[config.mk]
export PLATFORM = sky130hd
export DESIGN_NAME = matrix_operand_sequencer
export DESIGN_NICKNAME = d
export VERILOG_FILES = /design/src/rtl/matrix_operand_sequencer.sv
export SDC_FILE = /design/constraint.sdc
export NUM_CORES = 1
export LEC_CHECK = 0
export CAP_MARGIN = 20
export CORE_UTILIZATION = 42
export DETAILED_ROUTE_END_ITERATION = 12
export PLACE_DENSITY = 0.88
export SLEW_MARGIN = 25
export SYNTH_ARGS = -nofsm -noshare
export SYNTH_HDL_FRONTEND = slang
export SYNTH_SLANG_ARGS = --single-unit
[constraint.sdc]
create_clock -name clk -period 2 [get_ports clk]
set_input_delay 0.4 -clock clk [delete_from_list [all_inputs] [get_ports clk]]
set_output_delay 0.4 -clock clk [all_outputs]
set_load 0.005 [all_outputs]
[src/rtl/matrix_operand_sequencer.sv]
`default_nettype none
// matrix_operand_sequencer: walks C = A*B in row-major order and fetches A[i][k]/B[k][j]
// pairs, dispatching them in order to NUM_LANES multiplier lanes with boundary tags. Rev 1.0
module matrix_operand_sequencer #(
    parameter int A_ROWS     = 8,
    parameter int INNER      = 8,
    parameter int B_COLS     = 8,
    parameter int DATA_WIDTH = 32,
    parameter int NUM_LANES  = 4,
    localparam int AAW = (A_ROWS * INNER > 1) ? $clog2(A_ROWS * INNER) : 1,
    localparam int BAW = (INNER * B_COLS > 1) ? $clog2(INNER * B_COLS) : 1,
    localparam int RW  = (A_ROWS > 1) ? $clog2(A_ROWS) : 1,
    localparam int CW  = (B_COLS > 1) ? $clog2(B_COLS) : 1
) (
    input  logic                              clk,
    input  logic                              rst,
    input  logic                              start,
    output logic                              busy,
    output logic                              done,
    output logic                              rd_en_a,
    output logic                              rd_en_b,
    output logic [AAW-1:0]                    rd_addr_a,
    output logic [BAW-1:0]                    rd_addr_b,
    input  logic [DATA_WIDTH-1:0]             rd_data_a,
    input  logic [DATA_WIDTH-1:0]             rd_data_b,
    output logic [NUM_LANES*DATA_WIDTH-1:0]   lane_a,
    output logic [NUM_LANES*DATA_WIDTH-1:0]   lane_b,
    output logic [NUM_LANES-1:0]              lane_en,
    input  logic [NUM_LANES-1:0]              lane_busy,
    output logic                              tag_first,
    output logic                              tag_last,
    output logic [RW-1:0]                     tag_row,
    output logic [CW-1:0]                     tag_col,
    output logic                              new_row
);

    localparam int KW = (INNER > 1) ? $clog2(INNER) : 1;
    localparam int LW = (NUM_LANES > 1) ? $clog2(NUM_LANES) : 1;

    typedef enum logic [1:0] {
        S_IDLE  = 2'd0,
        S_FETCH = 2'd1,
        S_DRAIN = 2'd2
    } state_t;

    state_t state_q, state_d;

    logic [RW-1:0]  i_q;
    logic [CW-1:0]  j_q;
    logic [KW-1:0]  k_q;
    logic [LW-1:0]  lane_q;
    logic [AAW-1:0] addr_a_q;
    logic [AAW-1:0] row_base_q;
    logic [BAW-1:0] addr_b_q;

    logic           s1_v_q;
    logic [LW-1:0]  s1_lane_q;
    logic           s1_first_q;
    logic           s1_last_q;
    logic           s1_nrow_q;
    logic [RW-1:0]  s1_row_q;
    logic [CW-1:0]  s1_col_q;

    logic [NUM_LANES-1:0]            lane_en_q;
    logic [NUM_LANES*DATA_WIDTH-1:0] lane_a_q;
    logic [NUM_LANES*DATA_WIDTH-1:0] lane_b_q;
    logic                            tag_first_q;
    logic                            tag_last_q;
    logic                            new_row_q;
    logic [RW-1:0]                   tag_row_q;
    logic [CW-1:0]                   tag_col_q;

    logic [NUM_LANES-1:0] w_tgt_oh;
    logic [NUM_LANES-1:0] w_s1_oh;
    logic                 w_free;
    logic                 w_issue;
    logic                 w_k_last;
    logic                 w_j_last;
    logic                 w_i_last;

    // A lane is occupied from issue through its lane_en cycle (stage 1 and output stage).
    always_comb begin
        w_tgt_oh = '0;
        w_s1_oh  = '0;
        for (int n = 0; n < NUM_LANES; n++) begin
            w_tgt_oh[n] = (lane_q == LW'(n));
            w_s1_oh[n]  = s1_v_q && (s1_lane_q == LW'(n));
        end
    end

    assign w_free   = ((lane_busy | w_s1_oh | lane_en_q) & w_tgt_oh) == '0;
    assign w_issue  = (state_q == S_FETCH) && w_free;
    assign w_k_last = (k_q == KW'(INNER - 1));
    assign w_j_last = (j_q == CW'(B_COLS - 1));
    assign w_i_last = (i_q == RW'(A_ROWS - 1));

    always_ff @(posedge clk) begin
        if (rst) begin
            state_q <= S_IDLE;
        end else begin
            state_q <= state_d;
        end
    end

    always_comb begin
        state_d = state_q;
        done    = 1'b0;
        case (state_q)
            S_IDLE: begin
                if (start) begin
                    state_d = S_FETCH;
                end
            end
            S_FETCH: begin
                if (w_issue && w_k_last && w_j_last && w_i_last) begin
                    state_d = S_DRAIN;
                end
            end
            S_DRAIN: begin
                if (!s1_v_q && (lane_en_q == '0)) begin
                    done    = 1'b1;
                    state_d = S_IDLE;
                end
            end
            default: state_d = S_IDLE;
        endcase
    end

    // Addresses are stepped incrementally; row_base_q remembers i*K for reuse across columns.
    always_ff @(posedge clk) begin
        if (rst) begin
            i_q        <= '0;
            j_q        <= '0;
            k_q        <= '0;
            lane_q     <= '0;
            addr_a_q   <= '0;
            row_base_q <= '0;
            addr_b_q   <= '0;
        end else if (w_issue) begin
            if (w_k_last) begin
                k_q    <= '0;
                lane_q <= '0;
                if (w_j_last) begin
                    j_q      <= '0;
                    addr_b_q <= '0;
                    if (w_i_last) begin
                        i_q        <= '0;
                        addr_a_q   <= '0;
                        row_base_q <= '0;
                    end else begin
                        i_q        <= i_q + RW'(1);
                        addr_a_q   <= addr_a_q + AAW'(1);
                        row_base_q <= addr_a_q + AAW'(1);
                    end
                end else begin
                    j_q      <= j_q + CW'(1);
                    addr_a_q <= row_base_q;
                    addr_b_q <= BAW'(j_q) + BAW'(1);
                end
            end else begin
                k_q      <= k_q + KW'(1);
                lane_q   <= (lane_q == LW'(NUM_LANES - 1)) ? '0 : lane_q + LW'(1);
                addr_a_q <= addr_a_q + AAW'(1);
                addr_b_q <= addr_b_q + BAW'(B_COLS);
            end
        end
    end

    always_ff @(posedge clk) begin
        if (rst) begin
            s1_v_q      <= 1'b0;
            s1_lane_q   <= '0;
            s1_first_q  <= 1'b0;
            s1_last_q   <= 1'b0;
            s1_nrow_q   <= 1'b0;
            s1_row_q    <= '0;
            s1_col_q    <= '0;
            lane_en_q   <= '0;
            lane_a_q    <= '0;
            lane_b_q    <= '0;
            tag_first_q <= 1'b0;
            tag_last_q  <= 1'b0;
            new_row_q   <= 1'b0;
            tag_row_q   <= '0;
            tag_col_q   <= '0;
        end else begin
            s1_v_q <= w_issue;
            if (w_issue) begin
                s1_lane_q  <= lane_q;
                s1_first_q <= (k_q == '0);
                s1_last_q  <= w_k_last;
                s1_nrow_q  <= w_k_last && w_j_last;
                s1_row_q   <= i_q;
                s1_col_q   <= j_q;
            end
            lane_en_q   <= w_s1_oh;
            tag_first_q <= s1_v_q && s1_first_q;
            tag_last_q  <= s1_v_q && s1_last_q;
            new_row_q   <= s1_v_q && s1_nrow_q;
            if (s1_v_q) begin
                tag_row_q <= s1_row_q;
                tag_col_q <= s1_col_q;
            end
            for (int n = 0; n < NUM_LANES; n++) begin
                if (w_s1_oh[n]) begin
                    lane_a_q[n*DATA_WIDTH +: DATA_WIDTH] <= rd_data_a;
                    lane_b_q[n*DATA_WIDTH +: DATA_WIDTH] <= rd_data_b;
                end
            end
        end
    end

    assign busy      = (state_q != S_IDLE);
    assign rd_en_a   = w_issue;
    assign rd_en_b   = w_issue;
    assign rd_addr_a = addr_a_q;
    assign rd_addr_b = addr_b_q;
    assign lane_a    = lane_a_q;
    assign lane_b    = lane_b_q;
    assign lane_en   = lane_en_q;
    assign tag_first = tag_first_q;
    assign tag_last  = tag_last_q;
    assign tag_row   = tag_row_q;
    assign tag_col   = tag_col_q;
    assign new_row   = new_row_q;

endmodule
`default_nettype wire

==> results.md <==
* Net Sw Frac at 0.2284
* Post-DP HPWL at 25150 um
* Flop pwr share at 0.471
* WL/cell at 18.94 um
* IO Port Bufs at 355
* Post-synthesis cell area at 11400 um^2
* Post-synth EDFFs at 0
* Chip height at 166.7 um
* Max-Cap Viols at 0
* Startpoint Class: register
* Initial core utilization at 0.4325
* Synth cell types at 55
* Leakage at 5.783 nW
* Largest delay share family, worst path: flip-flops
* Hold Fails Final Rpt at 0
* Final period demand of the worst path at 2.328 ns
* Final period utilization at 1.164
* Mean area per synthesized cell at 8.123 um^2
* Pre-antenna DRT Iters at 5
* Worst Hold Path Cells at 2
* Post-Place Worst Slack at -0.4559 ns
* Ant diodes at 0
* Max-slew headroom at 0.6158
* Clock slew at reported path FFs at 0.06 ns
* GRT Util Overall at 0.2700
* Most frequent cells in the layout: nand2_1 (531), clkdlybuf4s50_1 (350), dfxtp_1 (308)
* Final wirelength at 40020 um
* Status: finished with violations
* R2R Setup Slk at -0.13 ns
* Crit path capture type: primary output
* Async SR Flop Fraction at 0
* Slew Viols, Final at 0
* Clk buf depth at 3
* Worst Skew at 0.01111 ns
* RSZ-0062 raised after global routing: true
* Placer Congestion at 0.9103
* Via density per instance at 5.448
* FMAX at 0.4296 GHz
* Clock power frac at 0.459
* Initial antenna violation count at 0
* Core ar. at 26350 um^2
* WP buf/inv at 4
* Root Buffer: clkbuf_16
* Fin worst setup slack at -0.3275 ns
* Num CTS Buffers at 34
* First-pass GRT wire length at 59940 um
* Antenna violation net count after detailed routing at 0
* Site Rows at 59
* Worst min-delay path class: input port to register
* Most common cell after layout, fill and taps aside: nand2_1
* Worst path max stage delay at 0.40 ns
* Fin nets at 1842
* Layout cells sized above 1 at 0.1012
* Via count of the first global-routing pass at 11280
* Endpoints failing setup at 18
* R2r worst-path depth at 8
* Clk_lat worst skew at 0.51 ns
* Predominant post-synthesis flop cell: dfxtp_1
* Crit-path slowest cell: dfxtp_4
* Sequential cell area fraction in the yosys report at 0.5480
* Worst Max-Slew Pin Slew at 0.5763 ns
* Critical Path Stages at 8
* Crit path kind: register to primary output
* CTS tree: built
* DIE AREA at 27800 um^2
* Hold WS at 0.1753 ns
* Final Util at 0.6418
* Clock sinks at 312
* Part of the power in combinational logic at 0.070
* Arrival @ worst endpoint at 1.93 ns
* Global route overflow at 0
* CTS Hold Bufs at 0
* Total power draw at 13.45 mW
* CP Data Required Time at 1.60 ns
* Post-Synthesis Cells at 1403
* Pin count of the biggest net entering global routing at 95
* Worst-path cell chain: inv_4 > ha_4 > mux2i_2 > o21a_1 > nand3_4 > inv_4 > buf_6 > buf_6
* IO Count at 356
* Max VDD drop at 737.8 uV
* Routed vias at 11510
* Area Growth Syn to Fin at 48.40%
* Power Density at 795.5 nW/um^2
* Internal Power at 10.38 mW
* DIE WIDTH at 166.7 um
* Net Count, Synth at 1487
* Yosys reg bits at 312
* Critical path peak fanout at 4
* Setup TNS at -1.455 ns
* Failing checks: negative setup slack
* H-tree levels at 2
* Sw Pwr at 3.074 mW
* DRT iter0 DRCs at 925
* # DRC at 0
* Warnings, synthesis at 0
registers in the layout (all words and copies together), names as in the netlist, 2 cells and up:
name,flops
i_q,3
row_base_q,6
lane_b,128
lane_en,4
s1_row_q,3
tag_col,3
rd_addr_a,6
state_q,2
s1_lane_q,2
k_q,3
rd_addr_b,6
s1_col_q,3
tag_row,3
lane_a,128
j_q,3
lane_q,2
repair_timing:
action | in CTS | in global routing
endpoints found under the setup margin | 21 | 23
pin swaps | 5 | 7
setup buffers | 5 | 11
resized for setup | 33 | 27
cell usage after synthesis (7+ instances only):
cell type  instances  area (um^2)
nor2_1            20        75.07
nor2b_1            9        56.30
nand2_1          533         2001
o21ai_0            9        45.04
mux2i_1           15        150.1
a21oi_1          261         1306
nand4_1            7        43.79
a31o_2             9        78.83
nor4_1             9        56.30
a31oi_1            7        43.79
ha_1              13        162.7
inv_1              8        30.03
clkbuf_1          79        296.5
o31ai_1            7        52.55
dfxtp_1          312         6246
buf_1             17        63.81
power by group through the flow:
stage / Combinational, mW / Sequential (mW) / Clock (mW)
2_1_floorplan: 0.335 / 6.47 / 0
3_3_place_gp: 0.833 / 6.46 / 0
3_5_place_dp: 0.850 / 6.47 / 0
4_1_cts: 0.878 / 6.33 / 6.27
5_1_grt: 0.993 / 6.34 / 6.58
6_report: 0.945 / 6.34 / 6.17
per-stage QoR:
| stage | area, um^2 | std cells |
|---|---|---|
| 5_1_grt | 16910 | 2113 |
| 4_1_cts | 16740 | 2104 |
| 3_5_place_dp | 15550 | 2043 |
| 6_report | 16910 | 2113 |
| 2_1_floorplan | 11400 | 1403 |
| 3_3_place_gp | 15550 | 2043 |
final timing paths:
| check | start | endpoint |
|---|---|---|
| min reg2reg | lane_b[48] | lane_b[48] |
| max | lane_q[1] | rd_en_b |
| max reg2reg | lane_q[1] | rd_addr_b[1] |
| min | rst | rd_addr_b[3] |
metal layers:
metal | part of all wire | track usage
met5 | 0 | 0
met3 | 0.093 | 0.07913
met1 | 0.37 | 0.2908
met2 | 0.47 | 0.4651
met4 | 0.066 | 0.1703
kinds of logic (layout without fill, tap and decap cells):
| group | Yosys count | after routing | synth area share |
|---|---|---|---|
| simple gates | 618 | 618 | 0.2202 |
| compound gates | 322 | 322 | 0.1557 |
| fa+ha+maj | 13 | 13 | 0.01427 |
| xor+xnor | 3 | 3 | 0.002306 |
| mux | 21 | 21 | 0.01943 |
| flops | 312 | 312 | 0.5480 |
| buf+inv | 114 | 489 | 0.04007 |
final cells by class:
type                            instances  area, um^2
Timing Repair Buffer                  424        4237
Tap cell                              335       419.2
Fill cell                            1991        9440
Clock inverter                          9       98.84
Sequential cell                       312        6256
Multi-Input combinational cell        977        4852
Inverter                                9       41.29
Clock buffer                           47        1010
No activity file was read; power rests on OpenSTA's default activity.
